==> src/rtl/cp0_exc_ctrl.sv <==
// CP0 exception/interrupt controller at M: SR/Cause/EPC/PRId, mfc0/mtc0, eret EPC.
// req and cp0_rdata are combinational (zero latency); register updates land at the next edge; no backpressure.
module cp0_exc_ctrl #(
   parameter logic [31:0] PRID_VAL = 32'h0000_0000
) (
   input  logic        clk,
   input  logic        reset,
   input  logic        en,
   input  logic [4:0]  cp0_addr,
   input  logic [31:0] cp0_wdata,
   output logic [31:0] cp0_rdata,
   input  logic [31:0] vpc,
   input  logic        bd_in,
   input  logic [4:0]  exc_code_in,
   input  logic [5:0]  hw_int,
   input  logic        exl_clr,
   output logic [31:0] epc_out,
   output logic        req
);

   localparam logic [4:0] ADDR_SR    = 5'd12;
   localparam logic [4:0] ADDR_CAUSE = 5'd13;
   localparam logic [4:0] ADDR_EPC   = 5'd14;
   localparam logic [4:0] ADDR_PRID  = 5'd15;

   logic [5:0]  im;
   logic        exl;
   logic        ie;
   logic        bd;
   logic [5:0]  ip;
   logic [4:0]  exc_code;
   logic [31:0] epc;

   logic        int_req;
   logic        exc_req;
   logic [31:0] sr;
   logic [31:0] cause;

   assign int_req = (|(hw_int & im)) & ie & ~exl;
   assign exc_req = (exc_code_in != 5'd0) & ~exl;
   assign req     = int_req | exc_req;

   assign sr      = {16'd0, im, 8'd0, exl, ie};
   assign cause   = {bd, 15'd0, ip, 3'd0, exc_code, 2'd0};
   assign epc_out = epc;

   always_ff @(posedge clk) begin
      if (reset) begin
         im       <= 6'd0;
         exl      <= 1'b0;
         ie       <= 1'b0;
         bd       <= 1'b0;
         ip       <= 6'd0;
         exc_code <= 5'd0;
         epc      <= 32'd0;
      end else begin
         ip <= hw_int;
         if (req) begin
            // Taking the trap discards any same-cycle mtc0 and eret.
            exl      <= 1'b1;
            exc_code <= int_req ? 5'd0 : exc_code_in;
            bd       <= bd_in;
            epc      <= bd_in ? (vpc - 32'd4) : vpc;
         end else begin
            if (en && cp0_addr == ADDR_SR) begin
               im  <= cp0_wdata[15:10];
               exl <= cp0_wdata[1];
               ie  <= cp0_wdata[0];
            end
            if (en && cp0_addr == ADDR_EPC) begin
               epc <= cp0_wdata;
            end
            // Placed after the SR write so eret's clear overrides it.
            if (exl_clr) begin
               exl <= 1'b0;
            end
         end
      end
   end

   always_comb begin
      cp0_rdata = 32'd0;
      case (cp0_addr)
         ADDR_SR:    cp0_rdata = sr;
         ADDR_CAUSE: cp0_rdata = cause;
         ADDR_EPC:   cp0_rdata = epc;
         ADDR_PRID:  cp0_rdata = PRID_VAL;
         default:    cp0_rdata = 32'd0;
      endcase
   end

endmodule

==> config.mk <==
export PLATFORM = sky130hd
export DESIGN_NAME = cp0_exc_ctrl
export DESIGN_NICKNAME = d
export VERILOG_FILES = /design/src/rtl/cp0_exc_ctrl.sv
export SDC_FILE = /design/constraint.sdc
export NUM_CORES = 1
export LEC_CHECK = 0
export BUFFER_PORTS_ARGS = -buffer_cell sky130_fd_sc_hd__buf_2
export CAP_MARGIN = 20
export CORE_UTILIZATION = 30
export CTS_CLUSTER_DIAMETER = 200
export DETAILED_ROUTE_END_ITERATION = 10
export SETUP_SLACK_MARGIN = 0.05
export SLEW_MARGIN = 5
export SYNTH_ARGS = -nofsm -noshare
export SYNTH_HDL_FRONTEND = slang
export SYNTH_SLANG_ARGS = --single-unit
==> constraint.sdc <==
create_clock -name clk -period 2.55 [get_ports clk]
set_input_delay 0.6375 -clock clk [delete_from_list [all_inputs] [get_ports clk]]
set_output_delay 0.6375 -clock clk [all_outputs]
set_load 0.02 [all_outputs]
==> results_dict.tcl <==
set metrics [dict create \
    grt_max_degree 32 \
    cellLeakagePower_nw 2.09 \
    hold_path_class "reg2reg" \
    drive_above_1_share_pct 36.1 \
    overflow 0 \
    cts-hold-fix-buffers 0 \
    setup_viol 0 \
    rows 39 \
    routedWlPerCell_um 18.5 \
    grt_pass1_wl_um 21300 \
    cts_max_level 2 \
    cts_max_path_buffers 2 \
    required_ns 1.91 \
    path_class "in2out" \
    nNetsFinal 657 \
    ir_drop_uv 315 \
    gp_congestion 0.954 \
    finalCriticalPeriod_ns 2.43 \
    cts-buffers-inserted 5 \
    drt-total-wl_um 13200 \
    synth-edff-count 0 \
    coreArea_um2 11600 \
    synth-seq-cells 52 \
    synth.area.top_cells "dfxtp_1, mux2i_1, o41ai_1, clkbuf_1, a211oi_1" \
    clkLatencyLatePin_ns 0.29 \
    syn_area_um2 3590 \
    synth_top_cell_by_area "dfxtp_1" \
    n_antenna_cell 0 \
    ios 150 \
    cts_setup_buffers 0 \
    portBuffers 149 \
    synth_top_cell_area_share_pct 29.0 \
    hold_violations 0 \
    status "finished with violations" \
    syn_avg_cell_area_um2 8.34 \
    synth_commonest_cells "dfxtp_1, clkbuf_1, nand2_1, mux2i_1, a211oi_1" \
    async_flop_share_pct 0 \
    cp-end-kind "primary output" \
    clk_pin_slew_worst_paths_ns 0.06 \
    cts-root-buf "clkbuf_16" \
    grt.total_usage_pct 21.4 \
    rsz0062_at_grt "yes" \
    critical_path.startpoint_type "input pin" \
    fmax_ghz 0.411 \
    yosys_warnings 0 \
    fillerInstances 1195 \
    die_h_um 111 \
    tritoncts "yes" \
    slew_viol_final 0 \
    synthDistinctLibCells 49 \
    clock_sinks 52 \
    powerDensity_nw_per_um2 451 \
    num_vias 4114 \
    cp.arrival_ns 1.79 \
    synthToLayoutAreaGrowth_pct 31.2 \
    ys_seq_area_share_pct 29.0 \
    fin_crit_sh_pct 95.3 \
    remaining_drc_errors 8 \
    critPathMaxFanout 2 \
    drv_cap 0 \
    failed_checks "DRC" \
    finClkSkew_ns 0.00736 \
    drtPass1Iterations 8 \
    yosysMostFrequentCell "dfxtp_1" \
    pre_cts_ws_ns 0.00330 \
    syn_nets 517 \
    start_util_pct 31.1 \
    viasPerCell 5.76 \
    dp_hpwl_um 10100 \
    ant_nets 0 \
    tightest_slew_ns 0.663 \
    synthFlopType "dfxtp_1" \
    drt_iter0_drc 365 \
    setup_tns_ns 0 \
    die-area_um2 12400 \
    slew_headroom_pct 55.8 \
    syn_inst 431 \
    grt_pass1_vias 3966 \
    antenna_found_initial 0 \
    fin_ws_ns 0.119 \
    die_w_um 111 \
]
-- kinds of logic (layout without fill, tap and decap cells) --
kind of cell | Yosys count | in the layout | share of synthesized area (%)
simple gates | 166 | 166 | 29.5
xor+xnor | 7 | 7 | 1.71
buf+inv | 50 | 190 | 5.26
compound gates | 132 | 132 | 27.9
mux | 23 | 23 | 6.41
flops | 52 | 52 | 29.0
fa+ha+maj | 1 | 1 | 0.348
-- worst paths after layout --
kind / from / to / slack, ns / depth (start not counted)
max: hw_int[2] / req / 0.12 / 6
max reg2reg: im[2]$_SDFFE_PP0P_ / epc_out[27]$_SDFFE_PP0P_ / 0.56 / 5
min: im[2]$_SDFFE_PP0P_ / im[2]$_SDFFE_PP0P_ / 0.48 / 2
min reg2reg: im[2]$_SDFFE_PP0P_ / im[2]$_SDFFE_PP0P_ / 0.48 / 2
-- layout by cell type, fill, tap and decap left out, types with 2 or more instances in the layout --
cell type	instances
o21ai_1	6
o21ai_0	4
o31a_1	17
nor2b_1	7
o31ai_1	18
and4_1	15
or2_2	2
nor3_2	2
xor2_1	6
or3b_2	6
dfxtp_1	51
nor2_1	11
mux2i_1	23
nand2_1	25
nand4_1	14
a2111oi_0	4
a21o_1	2
nand3_1	8
o21a_1	3
or3_1	11
or4_1	10
clkbuf_16	5
a31oi_1	15
o41ai_1	18
buf_4	28
a21oi_1	7
and2_1	2
or3_2	3
nand2b_1	3
a211oi_1	20
a311oi_1	2
nor4bb_1	7
a22o_1	11
and3_1	18
buf_2	149
nor3_1	7
inv_1	6
nor3b_1	2
nor4_1	5
-- stage by stage --
| stage | instance area [um2] | power [W] | hold WS, ns | cells | util (%) |
|---|---|---|---|---|---|
| after floorplan | 3590 | 0.00123 | 0.447 | 431 | - |
| after global placement | 4570 | 0.00147 | 0.464 | 707 | 39.5 |
| after detailed placement | 4570 | 0.00147 | 0.472 | 707 | 39.5 |
| after CTS | 4710 | 0.00213 | 0.478 | 714 | 40.7 |
| after global routing | 4710 | 0.00222 | 0.503 | 714 | 40.8 |
| final | 4710 | 0.00213 | 0.480 | 714 | 40.8 |
-- report_power, final --
part | internal (W) | switching, W | total, W
clock network | 0.000357 | 0.000308 | 0.000665
registers | 0.000874 | 0.0000564 | 0.000931
logic | 0.000214 | 0.000317 | 0.000531
total | 0.00145 | 0.000681 | 0.00213
-- critical path, stage by stage --
cell     delay [ns]
buf_2          0.10
a22o_1         0.24
o311a_1        0.39
nor2_1         0.16
inv_1          0.10
buf_2          0.17
-- metal layers --
metal / vias to the layer above / GRT usage, % / wire length [um]
li1: 2001 / - / -
met1: 1955 / 29.6 / 6200
met2: 141 / 34.9 / 6100
met3: 17 / 2.61 / 656
met4: 0 / 6.31 / 266
met5: - / 0 / 0
-- sequential cells by signal, summed over array words and instances (netlist names) --
register / flops
exl: 1
ip: 6
exc_code: 5
bd: 1
epc_out: 32
im: 6
ie: 1
-- timing repair --
item | 4_1_cts | 5_1_grt
cloned | 0 | 0
pin swaps | 0 | 0
setup endpoints to repair | 6 | 3
hold endpoints to repair | 0 | 0
resized for setup | 1 | 2
-- area by class of cell --
cell class                 instances  area, um2  area share [%]
multi-input combinational        329       2380            50.4
timing repair buffer             177        956            20.3
sequential                        52       1040            22.1
inverter                           6       22.5           0.478
clock buffer                       5        125            2.65
tap                              143        179            3.80
clock inverter                     2       12.5           0.265
(Power assumes the default switching activity.)
